`src/rtl/mult_radix4_pkg.sv`:
```
// ============================================================================
// Module      : mult_radix4_pkg
// Description : Shared types and helpers for the radix-4 iterative multiplier.
// Revision    : 1.0 - initial release
// ============================================================================
`default_nettype none

package mult_radix4_pkg;

    // Bits per radix-4 digit
    localparam int DIGIT_W = 2;

    // Multiplier controller states
    typedef enum logic [1:0] {
        IDLE = 2'd0,
        RUN  = 2'd1,
        DONE = 2'd2
    } state_t;

    // Number of radix-4 digits in an operand of the given width
    function automatic int digit_count(input int width);
        return width / DIGIT_W;
    endfunction

endpackage

`default_nettype wire

```
`src/rtl/mult_radix4_iter_mul2x2_digit.sv`:
```
// ============================================================================
// Module      : mul2x2_digit
// Description : Combinational 2-bit x 2-bit unsigned multiplier (4-bit result).
// Revision    : 1.0 - initial release
// ============================================================================
`default_nettype none

module mul2x2_digit (
    input  logic [1:0] i_a,
    input  logic [1:0] i_b,
    output logic [3:0] o_p
);

    // Zero-extend before multiplying so the full 4-bit product is kept
    assign o_p = {2'b00, i_a} * {2'b00, i_b};

endmodule

`default_nettype wire

```
`src/rtl/mult_radix4_iter.sv`:
```
// ============================================================================
// Module      : mult_radix4_iter
// Description : Iterative unsigned multiplier. One radix-4 digit of B is
//               processed per cycle against all digits of A in parallel;
//               valid/ready handshakes on input and output.
//               Optional macro MULT_RADIX4_EARLY_TERM_EN ends the RUN phase
//               as soon as the remaining B digits are all zero.
// Revision    : 1.0 - initial release
// ============================================================================
`default_nettype none

module mult_radix4_iter
    import mult_radix4_pkg::*;
#(
    parameter int WIDTH = 8
) (
    input  logic                 clk,
    input  logic                 rst,
    input  logic                 in_valid,
    output logic                 in_ready,
    input  logic [WIDTH-1:0]     A,
    input  logic [WIDTH-1:0]     B,
    output logic                 out_valid,
    input  logic                 out_ready,
    output logic [2*WIDTH-1:0]   P,
    output logic                 busy
);

    localparam int DIGITS = digit_count(WIDTH);
    localparam int KW     = (DIGITS > 1) ? $clog2(DIGITS) : 1;
    localparam int PW     = 2 * WIDTH;

    // Reject widths that do not split into whole radix-4 digits
    generate
        if ((WIDTH < 4) || ((WIDTH % 2) != 0)) begin : g_bad_width
            $error("mult_radix4_iter: WIDTH must be even and >= 4");
        end
    endgenerate

    state_t             state_q, state_d;
    logic [KW-1:0]      k_q, k_d;
    logic [WIDTH-1:0]   a_q, a_d;
    logic [WIDTH-1:0]   b_q, b_d;
    logic [PW-1:0]      acc_q, acc_d;
    logic [PW-1:0]      p_q, p_d;

    logic [WIDTH-1:0]   b_shift;
    logic [1:0]         b_dig;
    logic [3:0]         pp [DIGITS];
    logic [PW-1:0]      row;
    logic [PW-1:0]      acc_sum;
    logic               last_digit;

    // Current B digit selected by the digit counter
    assign b_shift = b_q >> (DIGIT_W * k_q);
    assign b_dig   = b_shift[1:0];

    // One 2x2 digit multiplier per A digit, all sharing the current B digit
    generate
        for (genvar gi = 0; gi < DIGITS; gi++) begin : g_digit
            mul2x2_digit u_mul (
                .i_a (a_q[DIGIT_W*gi +: DIGIT_W]),
                .i_b (b_dig),
                .o_p (pp[gi])
            );
        end
    endgenerate

    // Combine the digit products into one row aligned to A's digit positions
    always_comb begin
        row = '0;
        for (int i = 0; i < DIGITS; i++) begin
            row = row + ({{(PW-4){1'b0}}, pp[i]} << (DIGIT_W * i));
        end
    end

    assign acc_sum = acc_q + (row << (DIGIT_W * k_q));

`ifdef MULT_RADIX4_EARLY_TERM_EN
    logic [WIDTH-1:0] b_rest;
    // Remaining (not yet processed) B digits; all zero means nothing left to add
    assign b_rest     = b_q >> (DIGIT_W * (k_q + 1));
    assign last_digit = (k_q == KW'(DIGITS - 1)) || (b_rest == '0);
`else
    assign last_digit = (k_q == KW'(DIGITS - 1));
`endif

    // Next-state, datapath load and accumulation decisions
    always_comb begin
        state_d = state_q;
        k_d     = k_q;
        a_d     = a_q;
        b_d     = b_q;
        acc_d   = acc_q;
        p_d     = p_q;
        case (state_q)
            IDLE: begin
                if (in_valid) begin
                    a_d     = A;
                    b_d     = B;
                    acc_d   = '0;
                    k_d     = '0;
                    state_d = RUN;
                end
            end
            RUN: begin
                acc_d = acc_sum;
                if (last_digit) begin
                    p_d     = acc_sum;
                    state_d = DONE;
                end else begin
                    k_d = k_q + 1'b1;
                end
            end
            DONE: begin
                if (out_ready) begin
                    state_d = IDLE;
                end
            end
            default: state_d = IDLE;
        endcase
    end

    // State and datapath registers with synchronous reset
    always_ff @(posedge clk) begin
        if (rst) begin
            state_q <= IDLE;
            k_q     <= '0;
            a_q     <= '0;
            b_q     <= '0;
            acc_q   <= '0;
            p_q     <= '0;
        end else begin
            state_q <= state_d;
            k_q     <= k_d;
            a_q     <= a_d;
            b_q     <= b_d;
            acc_q   <= acc_d;
            p_q     <= p_d;
        end
    end

    assign in_ready  = (state_q == IDLE);
    assign out_valid = (state_q == DONE);
    assign busy      = (state_q == RUN);
    assign P         = p_q;

endmodule

`default_nettype wire
```
`config.mk`:
```
export PLATFORM = sky130hd
export DESIGN_NAME = mult_radix4_iter
export DESIGN_NICKNAME = d
export VERILOG_FILES = /design/src/rtl/mult_radix4_pkg.sv /design/src/rtl/mult_radix4_iter_mul2x2_digit.sv /design/src/rtl/mult_radix4_iter.sv
export SDC_FILE = /design/constraint.sdc
export NUM_CORES = 1
export LEC_CHECK = 0
export BUFFER_PORTS_ARGS = -buffer_cell sky130_fd_sc_hd__buf_2
export CORE_UTILIZATION = 60
export DETAILED_ROUTE_END_ITERATION = 8
export GPL_ROUTABILITY_DRIVEN = 0
export MAX_ROUTING_LAYER = met4
export PLACE_DENSITY = 0.87
export SLEW_MARGIN = 25
export SYNTH_ARGS = -nofsm -noshare
export SYNTH_HDL_FRONTEND = slang
export SYNTH_SLANG_ARGS = --single-unit
```
`constraint.sdc`:
```
create_clock -name clk -period 14.75 [get_ports clk]
set_input_delay 2.2125 -clock clk [delete_from_list [all_inputs] [get_ports clk]]
set_output_delay 2.2125 -clock clk [all_outputs]
set_load 0.1 [all_outputs]
```
# Yosys cells after proc, flatten, opt, wreduce, memory -nomap -nowiden

Cells that the tools add are included.
Widths: inputs -> output; s select.

Flip-flop bits (word level): 52
Bits in latches: 0
Memory bits (writable): 0
Memory bits (read-only): 0
Input port bits: 20
Output and inout port bits: 19
Word-level logic and storage cells: 40
Memories kept: 0

Add/sub/neg operators: 5
$mul: 4
Divide/modulo/power cells: 0
Order comparisons: 0
Equality and inequality tests: 7
Shifts and indexed selects: 2
Muxes and demuxes: 9
Bitwise logic cells: 0
Reduce and logical (&&, ||, !) cells: 7

Operators by type and width:

| operator            | count |
|---|---|
| $pmux 16 s2         | 1 |
| $add 16x16->16      | 1 |
| $mul 2x2->4         | 4 |
| $mux 16             | 1 |
| $shl 11x3->16       | 1 |
| $add 9x10->11       | 1 |
| $mux 2              | 5 |
| $add 7x8->9         | 1 |
| $shr 8x3->2         | 1 |
| $add 4x6->7         | 1 |
| $pmux 2 s3          | 1 |
| $reduce_and 2->1    | 3 |
| $reduce_and 3->1    | 2 |
| $eq 2x2->1 const B  | 2 |
| $ne 2x1->1 const B  | 2 |
| $ne 2x2->1 const B  | 2 |
| $pmux 2 s2          | 1 |
| $add 2x1->2 const B | 1 |
| $eq 2x1->1 const B  | 1 |
| $logic_not 2->1     | 1 |
| $reduce_bool 2->1   | 1 |

# Depth between registers and ports, before layout

Gate-level depths: netlist of run 1.

Depth after elaboration: 8
Mapped depth: 20

# Modules after synthesis

From an unflattened synthesis of run 1, not the netlist that was laid out.

Cells, all modules: 414
Area total of the unflattened synthesis: 3271.9 µm²

By module, submodules not included:

| module           | times used | cells each | area each (µm²) |
|---|---|---|---|
| mult_radix4_iter | 1          | 390        | 3071.7 |
| mul2x2_digit     | 4          | 6          | 50.0 |

# Least setup slack after synthesis of run 1

No wires, ideal clock.

Path kind: register -> register
Start: register k_q[0]
End: register acc_q[15]
Data arrival time: 4882 ps
Data required time: 14671 ps
Setup slack: 9789 ps
Cell stages (with the launch flop): 21
Buffers on the path: 1
Period minus slack after synthesis: 4961 ps
Path through: dfxtp_1 > buf_2 > mux4_2 > and2_1 > ha_1 > ha_1 > ha_1 > ha_1 > a21o_1 > a21o_1 > a2111oi_0 > nand3b_1 > mux2i_1 > mux2i_1 > ha_1 > a21oi_2 > o21ai_1 > and2_4 > o41a_1 > a2111o_1 > o211ai_1

Cells in the longest elaborated chain, start to end: 8
Elaborated cells on any way between the ends: 11
Those cells by class: 4 x add/sub; 4 x mul; 2 x shift; 1 x mux

Ends and longest elaborated chain:

| what                     | line                                | source |
|---|---|---|
| start: declaration       | mult_radix4_iter.sv:41              | `logic [KW-1:0] k_q, k_d;` |
| start signal: assignment | mult_radix4_iter.sv:135             | `k_q <= k_d;` |
| $shr 8x3->2              | mult_radix4_iter.sv:55              | `assign b_shift = b_q >> (DIGIT_W * k_q);` |
| $mul 2x2->4              | mult_radix4_iter_mul2x2_digit.sv:15 | `assign o_p = {2'b00, i_a} * {2'b00, i_b};` |
| $add 4x6->7              | mult_radix4_iter.sv:73              | `row = row + ({{(PW-4){1'b0}}, pp[i]} << (DIGIT_W * i));` |
| $add 7x8->9              | mult_radix4_iter.sv:73              |  |
| $add 9x10->11            | mult_radix4_iter.sv:73              |  |
| $shl 11x3->16 *          | mult_radix4_iter.sv:77              | `assign acc_sum = acc_q + (row << (DIGIT_W * k_q));` |
| $add 16x16->16 *         | mult_radix4_iter.sv:77              |  |
| $pmux 16 s2 *            | mult_radix4_iter.sv:96              | `case (state_q)` |
| end signal: assignment   | mult_radix4_iter.sv:131             | `acc_q <= '0;` |
| end signal: assignment   | mult_radix4_iter.sv:138             | `acc_q <= acc_d;` |
| end: declaration         | mult_radix4_iter.sv:44              | `logic [PW-1:0] acc_q, acc_d;` |

Mark *: on every way between the ends. The rest lies on a longest branch, timed or not.
A chain may end at the register's enable or synchronous reset.

# Worst setup path in the final report of run 1

Start: register k_q[0]
End: register p_q[15], in the netlist P[15]

Cells in the longest elaborated chain, start to end: 7
Elaborated cells on any way between the ends: 12
Those cells by class: 4 x add/sub; 4 x mul; 1 x eq/ne; 2 x shift; 1 x reduce/logical

Ends and longest elaborated chain:

| what                   | line                                | source |
|---|---|---|
| $shr 8x3->2            | mult_radix4_iter.sv:55              |  |
| $mul 2x2->4            | mult_radix4_iter_mul2x2_digit.sv:15 |  |
| $add 4x6->7            | mult_radix4_iter.sv:73              |  |
| $add 7x8->9            | mult_radix4_iter.sv:73              |  |
| $add 9x10->11          | mult_radix4_iter.sv:73              |  |
| $shl 11x3->16          | mult_radix4_iter.sv:77              |  |
| $add 16x16->16         | mult_radix4_iter.sv:77              |  |
| end signal: assignment | mult_radix4_iter.sv:139             | `p_q <= p_d;` |
| end: declaration       | mult_radix4_iter.sv:45              | `logic [PW-1:0] p_q, p_d;` |

Parallel ways exist; a longest one is shown, timed or not.

==> results, run 1 <==
- The flow ran to the end, and the final reports show no timing, DRC or antenna violations.
- The post-detailed-routing wire length is 8060 µm.
- The tree is rooted in a sky130_fd_sc_hd__clkbuf_8.
- The synthesized netlist contains 63 unique library cells.
- The library cell contributing the largest single delay on the critical path is sky130_fd_sc_hd__dfxtp_2.
- In this design, the largest share of critical-path delay is due to compound AO/OA/AOI/OAI gates.
- The Yosys step of the flow raised 0 warnings.
- The floorplan has 27 rows.
- The leakage power is between 1.5 and 2 nW.
- The placeable core area is 5640 µm².
- Entering global routing, the biggest net connects 46 pins.
- The count of nets left with antenna violations once routing finished came out at 0.
- Ranked by total cell area, the synthesized netlist is headed by sky130_fd_sc_hd__dfxtp_1, sky130_fd_sc_hd__ha_1, sky130_fd_sc_hd__nand2_1, sky130_fd_sc_hd__a21oi_1, sky130_fd_sc_hd__nor2_1.
- The number of I/O pins is 39.
- After layout, the worst path uses 39.1% of the clock period.
- The die covers 6320 µm².
- The number of flops mapped to enable cells by yosys is 0.
- The count of nets after finishing is 524.
- The area of the mapped netlist is 3600 µm².
- Traced cell by cell, the critical path runs through mux4_2, and2_1, ha_1, ha_1, ha_1, ha_1, a21o_1, a21o_1, a2111oi_0, nand3b_1, mux2i_1, mux2i_1, ha_1, a21oi_2, o21ai_1, and2_4, o41ai_1, o2111a_1, nor3_1.
- In the routed layout, each cell is associated on average with a via count of 6.21.
- The most numerous cell type found on the critical path is sky130_fd_sc_hd__ha_1.
- The clock tree from TritonCTS is built.
- After clock tree synthesis, the clock-pin slew on the worst setup and hold paths is around 0.1 ns.
- For this run, the total global-route usage over all layers was measured as 26.7%.
- The total inserted antenna cells is 0.
- The first-pass GRT wire length is roughly 13,000 µm.
- The detailed placement HPWL is 5830 µm.
- The clock period could shrink to 5.76 ns.
- The maximum cell stage delay along the critical path is 0.69 ns.
- The proportion of register bits with asynchronous set or reset after synthesis is 0%.
- Counting along the longest clock path gives a buffer depth of 2.
- The later pin in the worst-skew pair is clocked with a latency of around 0.31 ns.
- After synthesis, the mean cell area works out to roughly 8.1 µm².
- The count of pins over their slew limit is 0.
- The initial antenna violation count came to 0.
- The initial utilization of the core area, before any placement, comes to a little under two thirds.
- The number of standard cells in the final layout excluding fillers is 539.
- Dividing the detail-routed wire length by the instance count gives 14.9 µm.
- The largest fanout of any net on the critical path is 28.
- The floorplan step set the die height to 79.5 µm.
- In this run, the number of DRC markers left after iteration 0 of detailed routing was 219.
- The post-route DRC violation count is 0.
- The final setup violation count is 0.
- The highest routing layer actually used is met4.
- The detailed router placed 3,345 vias in this run.
- Setup repair after global routing left no endpoint under its margin.
- The critical path start-end classification is reg -> reg.
- In the synthesized netlist, the number of instances is 442.
- The clock arrives with 0.00573 ns of skew.
- The quantity of hold-fixing buffers added after cts is 0.
- The number of port buffers is 38.
- The number of detailed-routing iterations run before antenna repair is 5.
- The slew at the pin closest to its max-slew limit is 0.846 ns.
- Summed over all instances, the cell type with the most area after synthesis is sky130_fd_sc_hd__dfxtp_1.
- Relative to the synthesized area, the layout overhead comes to 7.85%.
- Summing the sequential cell areas from Yosys gives 28.9% of the chip area.
- IR analysis of the VDD net gives a maximum drop of a little over 0.05 mV.
- The number of hold violations in the final report is 0.
- The predominant post-synthesis flop cell is sky130_fd_sc_hd__dfxtp_1.
- The highest achievable clock rate is 173 MHz.
- The total power per unit cell area is approximately 70 nW/µm².
- The number of global-route vias before repair is 2,979.
- After detailed routing, the met2 layer carries about 3800 µm of wire.
- For the worst setup path, the data required time is 14.94 ns.
- In the final layout, the share of cells above drive strength 1 is 13.7%.
- The post-synthesis register bit count is 52.
- The number of buffers and inverters on the critical path is 0.
- After detailed placement, the design holds a cell count of 531.
- Measured along the x axis, the die boundary spans 79.5 µm.
- The reported max-cap violation count is 0.
- The overflow left after global routing is 0.
- The synthesized netlist net count is 500.
- Measured against its own limit, the worst slew margin works out to 43.6%.
- The number of CTS-inserted buffers is 5.
- The number of buffers added for setup after CTS is 0.
- The detailed-route wire length on metal 1 is about 3700 µm.
- The clock net in this run drives a total of 52 sinks.
- The worst setup path is launched from a flop.
- The H-tree depth is 2.
- The area share of the largest cell type after synthesis is 28.9%.
- Setup total negative slack on the finished layout was measured at 0 ns.
- The path class of the tightest hold or removal check is reg -> reg.
- The post-cts resize count is 0.
- The worst setup path is captured at a flop.
- The arrival time of data at the critical path endpoint is 5.96 ns.
- The routed length on met3 is 384 µm.
-- layout make-up --
class / instances / area (µm²)
tap: 72 / 90.1
inverter: 9 / 33.8
sequential: 52 / 1040
fill: 466 / 1760
clock buffer: 6 / 82.6
multi-input combinational: 360 / 2430
clock inverter: 2 / 13.8
timing repair buffer: 38 / 190
-- logic make-up after synthesis --
family / synth area share, %
and+or+nand+nor: 24.1
AOI/OAI and AO/OA: 23.0
DFF: 28.9
adders and majority gates: 13.6
buffers and inverters: 3.58
muxes: 4.62
xor gates and xnor gates: 2.19
-- placed cells by master (no fill, tap or decap), types with 3 or more instances in the layout --
master,n
sky130_fd_sc_hd__nand2_1,66
sky130_fd_sc_hd__dfxtp_1,51
sky130_fd_sc_hd__a21oi_1,45
sky130_fd_sc_hd__buf_2,38
sky130_fd_sc_hd__ha_1,36
sky130_fd_sc_hd__nor2_1,34
sky130_fd_sc_hd__and2_1,20
sky130_fd_sc_hd__o21ai_0,15
sky130_fd_sc_hd__mux2i_1,11
sky130_fd_sc_hd__a21o_1,8
sky130_fd_sc_hd__inv_1,7
sky130_fd_sc_hd__nand3_1,7
sky130_fd_sc_hd__a22oi_1,7
sky130_fd_sc_hd__nor2b_1,6
sky130_fd_sc_hd__nor3_1,6
sky130_fd_sc_hd__nand3b_1,6
sky130_fd_sc_hd__a211oi_1,6
sky130_fd_sc_hd__clkbuf_8,6
sky130_fd_sc_hd__xor2_1,5
sky130_fd_sc_hd__nand4b_1,5
sky130_fd_sc_hd__o21ai_1,5
sky130_fd_sc_hd__and3_1,5
sky130_fd_sc_hd__a21oi_2,5
sky130_fd_sc_hd__o21a_1,4
sky130_fd_sc_hd__nand4_1,4
sky130_fd_sc_hd__o211ai_1,4
sky130_fd_sc_hd__xnor2_1,4
sky130_fd_sc_hd__or3_1,4
sky130_fd_sc_hd__nor4b_1,3
sky130_fd_sc_hd__a31oi_1,3
-- per-layer routing --
layer / vias to the layer above / track usage [%]
met5: - / -
met4: 0 / 10.4
met3: 20 / 3.89
met2: 112 / 43.8
met1: 1559 / 33.0
li1: 1654 / -
-- final timing paths --
path               start    end  slack, ns  cells past startpoint
hold reg to reg     P[9]   P[9]       0.46                      2
setup / recovery  k_q[0]  P[15]       8.99                     19
setup reg to reg  k_q[0]  P[15]       8.99                     19
hold / removal      P[9]   P[9]       0.46                      2
-- power breakdown --
group          switching (mW)  internal (mW)  leakage, nW
combinational          0.0226         0.0116         1.28
clock                  0.0499         0.0385       0.0516
sequential            0.00455          0.144        0.422
-- flip-flops by register name (all words and copies together) (netlist names) --
name and flops:
b_q 8, P 16, state_q 2, acc_q 16, k_q 2, a_q 8
-- cells in the mapped netlist, types with 7 or more instances --
cell type                  number
sky130_fd_sc_hd__a21o_1         8
sky130_fd_sc_hd__a21oi_1       45
sky130_fd_sc_hd__and2_1        20
sky130_fd_sc_hd__inv_1          7
sky130_fd_sc_hd__ha_1          36
sky130_fd_sc_hd__nand2_1       66
sky130_fd_sc_hd__mux2i_1       11
sky130_fd_sc_hd__dfxtp_1       52
sky130_fd_sc_hd__o21ai_0       15
sky130_fd_sc_hd__a22oi_1        7
sky130_fd_sc_hd__nand3_1        7
sky130_fd_sc_hd__clkbuf_1      13
sky130_fd_sc_hd__nor2_1        34
-- per-stage QoR --
| stage | setup slack [ns] | hold WS, ns | utilization (%) | power [mW] | cell area [µm²] |
|---|---|---|---|---|---|
| 6_report | 8.99 | 0.456 | 68.8 | 0.271 | 3880 |
| 5_1_grt | 8.67 | 0.481 | 68.8 | 0.281 | 3880 |
| 4_1_cts | 8.74 | 0.457 | 68.8 | 0.272 | 3880 |
| 3_5_place_dp | 8.86 | 0.443 | 67.1 | 0.185 | 3790 |
| 3_3_place_gp | 9.07 | 0.440 | 67.1 | 0.184 | 3790 |
| 2_1_floorplan | 9.79 | 0.425 | - | 0.177 | 3600 |
-- worst reg2reg max path, delay by kind of cell (launching register included) --
kind	cells	cell delay, ns
AO/OA/AOI/OAI	7	2.03
adder cells (fa/ha/maj)	5	1.39
flip-flops	1	0.69
multiplexers	3	0.92
AND/OR/NAND/NOR	4	0.62
(Power assumes the default switching activity.)
==> run 2: changes to the inputs <==
- ABC_AREA: default -> 1
- CORE_UTILIZATION: 60 -> 59
- PLACE_DENSITY: 0.87 -> 0.86
- clock period: 14.75 -> 5.8 ns (I/O delays scaled with it)
==> run 2 against run 1 <==
  * Fmax increased by 16%
  * Global-route usage increased by 0.25 points
  * Area after synthesis fell by 0.17%
  * Utilization shrank 2.6 points
  * Sequential power rose to 2.6 times the previous value
  * Setup slack got worse by 8.2 ns
  * Register-to-register slack got worse by 8.2 ns
  * Total power grew to 2.8 times the previous value
  * Design area grew 0.45%
  * Sequential share of layout area down 0.15 points
  * Clock-buffer cell count is 1 lower
  * Non-clock buffer count rose by 2
  * Critical path type unchanged
==> results, run 2 <==
- The number of global-route vias before repair is 3,114 (was 2,979).
- Unrepaired setup endpoints after global routing: false (unchanged).
- The count of nets left with antenna violations after detail routing is 0 (unchanged).
- The proportion of register bits with asynchronous set or reset after synthesis is 0% (unchanged).
- The sequential area share after synthesis is 29.0% (was 28.9%).
- The clock-pin slew on the worst setup and hold paths came to 0.10 ns (about the same).
- The post-cts resize count is 0 (unchanged).
- The setup slack after layout was 0.826 ns (was 8.99 ns).
- The height of the die is 80.1 µm (was 79.5 µm).
- The average instance area after synthesis was 6.83 µm² (was 8.15 µm²).
- The required arrival time at the worst endpoint came to 6.03 ns (was 14.94 ns).
- The category of the worst setup path launch point is a flop (unchanged).
- The global-route total usage across every layer is 26.9% (was 26.7%).
- The final total negative setup slack is 0 ns (unchanged).
- The arrival time of data at the critical path endpoint is 5.20 ns (was 5.96 ns).
- The number of cell rows came to 28 (was 27).
- The area share of the largest cell type after synthesis is 29.0% (was 28.9%).
- The post-synthesis register bit count is 52 (unchanged).
- The number of buffers added for setup after CTS is 0 (unchanged).
- The slew at the pin closest to its max-slew limit is 1.02 ns (was 0.846 ns).
- The initial DRC count came to 202 (was 219).
- The overflow left after global routing was 0 (unchanged).
- The post-route DRC violation count is 0 (unchanged).
- Commonest cells after routing, fill and taps aside: sky130_fd_sc_hd__nand2_1, sky130_fd_sc_hd__inv_1, sky130_fd_sc_hd__a21oi_1 (was sky130_fd_sc_hd__nand2_1, sky130_fd_sc_hd__dfxtp_1, sky130_fd_sc_hd__a21oi_1).
- The effective utilization at floorplan is 61.1% (was 63.8%).
- The overall via count from detail_route is 3,413 (was 3,345).
- The placeable core area is 5890 µm² (was 5640 µm²).
- The number of I/O pins is 39 (unchanged).
- The part of the cycle the worst path needs is 85.8% (was 39.1%).
- Outcome: finished clean (unchanged).
- The mean routed wirelength per cell came to 12.5 µm (was 14.9 µm).
- The area of the mapped netlist is 3590 µm² (was 3600 µm²).
- The worst-case clock buffer depth was 2 (unchanged).
- The highest routing layer actually used was met4 (unchanged).
- The post-synthesis to final-layout area growth is 8.53% (was 7.85%).
- The number of port buffers is 38 (unchanged).
- The largest delay contributor family on the critical path was simple AND/OR/NAND/NOR gates (was compound AO/OA/AOI/OAI gates).
- The sequential cell area is 1040 µm² (about the same).
- The most common cell after layout, fill and taps aside was sky130_fd_sc_hd__nand2_1 (unchanged).
- The clock sink count is 52 (unchanged).
- The most area-hungry cell type in the Yosys netlist is sky130_fd_sc_hd__dfxtp_1 (unchanged).
- The worst clock skew is 0.00959 ns (was 0.00573 ns).
- The leakage power is 1.95 nW (was 1.76 nW).
- The worst path buffer plus inverter count was 2 (was 0).
- The routed length on met3 came to 400 µm (was 384 µm).
- The number of different library cells in the post-synthesis netlist was 41 (was 63).
- The post-detailed-routing wire length came to 7910 µm (was 8060 µm).
- The fill cell total of the finished layout is 527 (was 466).
- The most instantiated library cell after synthesis is sky130_fd_sc_hd__nand2_1 (unchanged).
- The maximum cell stage delay along the critical path was 0.68 ns (was 0.69 ns).
- The cell at the root of the clock tree is sky130_fd_sc_hd__clkbuf_8 (unchanged).
- The number of warning messages in the yosys log is 0 (unchanged).
- The most numerous cell on the critical path is sky130_fd_sc_hd__nand2_1 (was sky130_fd_sc_hd__ha_1).
- The number of CTS-inserted buffers was 5 (unchanged).
- Top post-synthesis cells by area: sky130_fd_sc_hd__dfxtp_1, sky130_fd_sc_hd__nand2_1, sky130_fd_sc_hd__ha_1, sky130_fd_sc_hd__a21oi_1, sky130_fd_sc_hd__inv_1 (was sky130_fd_sc_hd__dfxtp_1, sky130_fd_sc_hd__ha_1, sky130_fd_sc_hd__nand2_1, sky130_fd_sc_hd__a21oi_1, sky130_fd_sc_hd__nor2_1).
- The synthesized netlist net count was 584 (was 500).
- The final setup violation count is 0 (unchanged).
- The overall power after layout is 0.760 mW (was 0.271 mW).
- The met2 wire length was 3690 µm (was 3800 µm).
- The type of element capturing the critical path is a flop (unchanged).
- The count of nets after finishing is 613 (was 524).
- The number of detailed-routing iterations run before antenna repair is 7 (was 5).
- The H-tree depth came to 2 (unchanged).
- The reported max-cap violation count is 0 (unchanged).
- The number of instances in the synthesized netlist is 526 (was 442).
- The worst voltage drop across the vdd grid is 0.139 mV (was 0.0503 mV).
- The library cell contributing the largest single delay on the critical path is sky130_fd_sc_hd__dfxtp_1 (was sky130_fd_sc_hd__dfxtp_2).
- The number of standard cells in the final layout excluding fillers is 631 (was 539).
- Commonest cells in the netlist: sky130_fd_sc_hd__nand2_1, sky130_fd_sc_hd__inv_1, sky130_fd_sc_hd__a21oi_1 (was sky130_fd_sc_hd__nand2_1, sky130_fd_sc_hd__dfxtp_1, sky130_fd_sc_hd__a21oi_1).
- The share of layout cells above drive strength 1 is 12.2% (was 13.7%).
- The number of flops mapped to enable cells by yosys is 0 (unchanged).
- The via density per instance is 5.41 (was 6.21).
- The class of the worst hold path is reg -> reg (unchanged).
- The total inserted antenna cells came to 0 (unchanged).
- The count of pins over their slew limit is 0 (unchanged).
- The die width is 80.1 µm (was 79.5 µm).
- The initial antenna violation count came to 0 (unchanged).
- The clock tree from TritonCTS is built (unchanged).
- The largest fanout of any net on the critical path is 16 (was 28).
- The detailed placement HPWL was 5960 µm (was 5830 µm).
- The first-pass GRT wire length is 13,300 µm (was 13,200 µm).
- The shortest period the worst path allows is 4.97 ns (was 5.76 ns).
- The clock latency reported for the late side of the worst-skew pair is 0.31 ns (about the same).
- The die area was 6410 µm² (was 6320 µm²).
- The pin count of the biggest net entering global routing is 53 (was 46).
- The pre-CTS setup slack is 0.927 ns (was 8.86 ns).
- The worst max-slew margin expressed relative to the limit is 31.7% (was 43.6%).
- The highest achievable clock rate is 201 MHz (was 173 MHz).
- The cell count after placement came to 623 (was 531).
- The total area of multi-input combinational cells was 2200 µm² (was 2430 µm²).
- The predominant post-synthesis flop cell is sky130_fd_sc_hd__dfxtp_1 (unchanged).
- The quantity of hold-fixing buffers added after cts is 0 (unchanged).
- The detailed-route wire length on metal 1 is 3620 µm (was 3720 µm).
- The number of hold violations in the final report is 0 (unchanged).
- The critical path start-end classification is reg -> reg (unchanged).
- The total power per unit cell area is 195 nW/µm² (was 69.8 nW/µm²).
-- run 2: cell count changes after synthesis, moves of 9 or more --
cell,delta
sky130_fd_sc_hd__a21oi_1,+13
sky130_fd_sc_hd__inv_1,+62
sky130_fd_sc_hd__and2_1,-20
sky130_fd_sc_hd__nand2_1,+72
sky130_fd_sc_hd__nand3_1,+18
sky130_fd_sc_hd__mux2i_1,-9
-- run 2: cell families after synthesis --
logic type,synth area share [%]
AND/OR/NAND/NOR,26.7
AO/OA/AOI/OAI,17.7
buffers and inverters,9.75
flip-flops,29.0
adder cells (fa/ha/maj),13.6
XOR/XNOR,2.68
multiplexers,0.557
-- run 2: worst paths after layout --
path	from	end	slack, ns	cells past startpoint
hold / removal	P[0]	P[0]	0.47	2
hold reg to reg	P[0]	P[0]	0.47	2
setup reg to reg	k_q[1]	acc_q[14]	0.83	26
setup / recovery	k_q[1]	acc_q[14]	0.83	26
-- run 2: metrics by stage --
step | cell area, µm² | utilization [%] | hold WS, ns
after detailed placement | 3810 | 64.8 | 0.454
after global placement | 3810 | 64.8 | 0.450
final | 3900 | 66.3 | 0.470
after CTS | 3900 | 66.3 | 0.470
after global routing | 3900 | 66.3 | 0.497
after floorplan | 3590 | - | 0.444
-- run 2: cell type report --
cell class / count / share of cell area (%)
multi-input combinational: 384 / 56.5
timing repair buffer: 40 / 5.26
clock inverter: 3 / 0.481
tap: 75 / 2.41
clock buffer: 5 / 1.76
sequential: 52 / 26.7
inverter: 72 / 6.93
-- run 2: report_power, final --
part           internal, mW  leakage, nW  switching [mW]
Clock                0.0846       0.0479           0.128
Combinational        0.0521         1.47           0.114
Sequential            0.371        0.423         0.00911
-- run 2: metal layers --
layer	GRT usage (%)	up-vias
met5	-	-
met4	10.5	0
met3	4.43	21
met2	46.2	93
met1	31.4	1525
li1	-	1774
-- run 2: tightest hold or removal path: stages, from the launching register on --
cell and delay (ns):
sky130_fd_sc_hd__dfxtp_1 0.32, sky130_fd_sc_hd__nand2_1 0.06, sky130_fd_sc_hd__a21oi_1 0.05
==> run 3: changes to the inputs <==
- CORE_UTILIZATION: 59 -> 60
- CTS_BUF_LIST: default -> sky130_fd_sc_hd__clkbuf_2
- PLACE_DENSITY: 0.86 -> 0.87
- SYNTH_HIERARCHICAL: default -> 1
==> run 3 against run 2 <==
  * First-iteration DRC count is 26% higher
  * Via count decreased by 0.62%
  * Highest routed layer unchanged
  * Total power is 1.1% lower
  * Global-route usage up 1.1 points
  * Critical endpoint is now P[15]
  * Wire length rose by 1.0%
  * Flip-flop and latch count stayed put
  * Clock skew up 0.0082 ns
  * Area after synthesis is 2.4% lower
  * Utilization grew 1.3 points
==> results, run 3 <==
- The most area-hungry cell type in the Yosys netlist is sky130_fd_sc_hd__dfxtp_1 (unchanged).
- The overflow left after global routing came to 0 (unchanged).
- The part of the cycle the worst path needs is 86.2% (was 85.8%).
- The mean routed wirelength per cell is 13.1 µm (was 12.5 µm).
- The number of warning messages in the yosys log is 6 (was 0).
- The reported max-cap violation count is 0 (unchanged).
- The initial antenna violation count is 0 (unchanged).
- The number of different library cells in the post-synthesis netlist is 37 (was 41).
- The predominant post-synthesis flop cell is sky130_fd_sc_hd__dfxtp_1 (unchanged).
- The register-to-register setup slack is 0.80 ns (was 0.83 ns).
- The final hold slack is 0.484 ns (was 0.470 ns).
- The pin count of the biggest net entering global routing is 30 (was 53).
- The average instance area after synthesis is 6.88 µm² (was 6.83 µm²).
- The effective utilization at floorplan is 62.9% (was 61.1%).
- Commonest cells after routing, fill and taps aside: sky130_fd_sc_hd__nand2_1, sky130_fd_sc_hd__inv_1, sky130_fd_sc_hd__nor2_1 (was sky130_fd_sc_hd__nand2_1, sky130_fd_sc_hd__inv_1, sky130_fd_sc_hd__a21oi_1).
- The leakage power is 2.03 nW (was 1.95 nW).
- The capturing point of the worst reg2reg path was P[15] (was acc_q[14]).
- The class of the worst hold path is reg -> reg (unchanged).
- The number of hold violations in the final report is 0 (unchanged).
- The number of global-route vias before repair was 3,024 (was 3,114).
- The startpoint of the lowest-slack register-to-register path is k_q[1] (unchanged).
- The hold-critical path depth is 2 (unchanged).
- Unrepaired setup endpoints after global routing: false (unchanged).
- Commonest cells in the netlist: sky130_fd_sc_hd__nand2_1, sky130_fd_sc_hd__inv_1, sky130_fd_sc_hd__nor2_1 (was sky130_fd_sc_hd__nand2_1, sky130_fd_sc_hd__inv_1, sky130_fd_sc_hd__a21oi_1).
- The number of buffers added for setup after CTS is 0 (unchanged).
- Outcome: finished clean (unchanged).
- The number of cell rows was 27 (was 28).
- The worst min-delay path startpoint is P[0] (unchanged).
- The post-synthesis register bit count is 52 (unchanged).
- The type of element capturing the critical path was a flop (unchanged).
- The final setup violation count is 0 (unchanged).
- The overall via count from detail_route is 3,392 (was 3,413).
- The final total negative setup slack was 0 ns (unchanged).
- The number of CTS-inserted buffers was 5 (unchanged).
- The critical path start-end classification was reg -> reg (unchanged).
- The number of port buffers came to 38 (unchanged).
- The category of the worst setup path launch point was a flop (unchanged).
- The total power per unit cell area is 199 nW/µm² (was 195 nW/µm²).
- The maximum cell stage delay along the critical path came to 0.53 ns (was 0.68 ns).
- The library cell contributing the largest single delay on the critical path was sky130_fd_sc_hd__dfxtp_1 (unchanged).
- The fill cell total of the finished layout is 491 (was 527).
- The most common cell after layout, fill and taps aside is sky130_fd_sc_hd__nand2_1 (unchanged).
- The post-detailed-routing wire length is 7990 µm (was 7910 µm).
- The worst-case clock buffer depth was 2 (unchanged).
- The die area is 6160 µm² (was 6410 µm²).
- The proportion of register bits with asynchronous set or reset after synthesis is 0% (unchanged).
- The clock-pin slew on the worst setup and hold paths is 0.30 ns (was 0.10 ns).
- The highest achievable clock rate is 200 MHz (was 201 MHz).
- The worst clock skew is 0.0178 ns (was 0.00959 ns).
- The clock sink count is 52 (unchanged).
- The sequential cell area is 1040 µm² (unchanged).
- The die width is 78.5 µm (was 80.1 µm).
- The terminating pin of the worst hold path is P[0] (unchanged).
- The slew at the pin closest to its max-slew limit is 0.692 ns (was 1.02 ns).
- The via density per instance is 5.54 (was 5.41).
- The count of cells along the worst register-to-register path is 28 (was 26).
- The quantity of hold-fixing buffers added after cts came to 0 (unchanged).
- The area of the mapped netlist is 3510 µm² (was 3590 µm²).
- The count of nets after finishing came to 591 (was 613).
- The number of I/O pins came to 39 (unchanged).
- The global-route total usage across every layer came to 28.1% (was 26.9%).
- The arrival time of data at the critical path endpoint is 5.42 ns (was 5.20 ns).
- The worst voltage drop across the vdd grid is 0.144 mV (was 0.139 mV).
- The worst max-slew margin expressed relative to the limit is 53.8% (was 31.7%).
- The first-pass GRT wire length is 13,400 µm (was 13,300 µm).
- The largest delay contributor family on the critical path is compound AO/OA/AOI/OAI gates (was simple AND/OR/NAND/NOR gates).
- The worst path buffer plus inverter count is 4 (was 2).
- The number of instances in the synthesized netlist came to 510 (was 526).
- Top post-synthesis cells by area: sky130_fd_sc_hd__dfxtp_1, sky130_fd_sc_hd__nand2_1, sky130_fd_sc_hd__ha_1, sky130_fd_sc_hd__inv_1, sky130_fd_sc_hd__o21ai_0 (was sky130_fd_sc_hd__dfxtp_1, sky130_fd_sc_hd__nand2_1, sky130_fd_sc_hd__ha_1, sky130_fd_sc_hd__a21oi_1, sky130_fd_sc_hd__inv_1).
- The share of layout cells above drive strength 1 was 13.5% (was 12.2%).
- The required arrival time at the worst endpoint is 6.23 ns (was 6.03 ns).
- The post-cts resize count was 0 (unchanged).
- The shortest period the worst path allows came to 5.00 ns (was 4.97 ns).
- The cell at the root of the clock tree was sky130_fd_sc_hd__clkbuf_2 (was sky130_fd_sc_hd__clkbuf_8).
- The height of the die came to 78.5 µm (was 80.1 µm).
- The count of pins over their slew limit is 0 (unchanged).
- The initial DRC count is 255 (was 202).
- The detailed placement HPWL is 6100 µm (was 5960 µm).
- The most numerous cell on the critical path is sky130_fd_sc_hd__nand2_1 (unchanged).
- The clock latency reported for the late side of the worst-skew pair was 0.47 ns (was 0.31 ns).
- The H-tree depth is 2 (unchanged).
- The clock tree from TritonCTS is built (unchanged).
- The total area of multi-input combinational cells is 2150 µm² (was 2200 µm²).
- The number of flops mapped to enable cells by yosys is 0 (unchanged).
- The count of nets left with antenna violations after detail routing came to 0 (unchanged).
- The post-route DRC violation count is 0 (unchanged).
- The post-synthesis to final-layout area growth is 7.38% (was 8.53%).
- The placeable core area is 5570 µm² (was 5890 µm²).
- The total inserted antenna cells came to 0 (unchanged).
- The synthesized netlist net count is 562 (was 584).
- The number of detailed-routing iterations run before antenna repair was 5 (was 7).
- The sequential area share after synthesis is 29.7% (was 29.0%).
- The area share of the largest cell type after synthesis is 29.7% (was 29.0%).
- The most instantiated library cell after synthesis is sky130_fd_sc_hd__nand2_1 (unchanged).
- The largest fanout of any net on the critical path is 17 (was 16).
==> run 3: cell count changes after synthesis, moves of 4 or more <==
cell / before / now
sky130_fd_sc_hd__a21oi_1: 58 / 30
sky130_fd_sc_hd__nor2_1: 38 / 53
sky130_fd_sc_hd__nand2_1: 138 / 119
sky130_fd_sc_hd__o21bai_1: 3 / 12
sky130_fd_sc_hd__o21ai_0: 17 / 43
sky130_fd_sc_hd__ha_1: 36 / 30
sky130_fd_sc_hd__inv_1: 69 / 59
sky130_fd_sc_hd__a21oi_2: 3 / 7
sky130_fd_sc_hd__a211oi_1: 10 / 2
==> run 3: area by class of cell <==
class                      count  share of cell area [%]
inverter                      63                    6.28
sequential                    52                    27.6
multi-input combinational    378                    57.2
timing repair buffer          39                    5.25
clock buffer                   5                   0.664
clock inverter                 3                   0.598
tap                           72                    2.39
==> run 3: cells by family after synthesis <==
family	count (synthesis)	share of synthesized area [%]
multiplexers	2	0.571
flip-flops	52	29.7
AND/OR/NAND/NOR	218	26.0
buffers and inverters	80	8.92
adder cells (fa/ha/maj)	32	11.8
XOR/XNOR	15	3.74
AO/OA/AOI/OAI	111	19.3
==> run 3: worst max path at each step <==
stage,startpoint,depth (start not counted),end,slack [ns]
CTS,k_q[1],28,P[15],0.86
finish,k_q[1],28,P[15],0.80
floorplan,k_q[0],30,P[15],1.52
global route,k_q[1],28,P[15],0.37
detailed placement,k_q[1],28,P[15],0.89
global placement,k_q[1],28,P[15],1.05
==> run 3: report_power, final <==
group	internal (mW)	switching, mW	total, mW
logic	0.0619	0.138	0.200
clock network	0.0319	0.131	0.163
registers	0.376	0.0130	0.389
==> run 3: metal layers <==
metal  up-vias  global-route usage, %  part of all wire (%)  wire length, µm
met5         -                      -                     0                0
li1       1718                      -                     -                -
met4         0                   9.63                   2.6              206
met1      1537                   36.0                    46             3650
met2       118                   45.8                    46             3650
met3        19                   3.26                   6.1              491
==> run 3: through the flow <==
step | total power, mW | utilization (%) | area, µm² | cells | setup WS [ns]
global placement | 0.586 | 66.7 | 3720 | 604 | 1.05
CTS | 0.747 | 67.6 | 3770 | 612 | 0.862
floorplan | 0.547 | - | 3510 | 510 | 1.52
finish | 0.751 | 67.6 | 3770 | 612 | 0.803
global route | 0.788 | 67.6 | 3770 | 612 | 0.374
detailed placement | 0.591 | 66.7 | 3720 | 604 | 0.894
==> run 3: worst min-delay path, stage by stage, from the launching register on <==
cell	delay (ns)
sky130_fd_sc_hd__dfxtp_1	0.38
sky130_fd_sc_hd__nand2_1	0.06
sky130_fd_sc_hd__a21oi_1	0.06
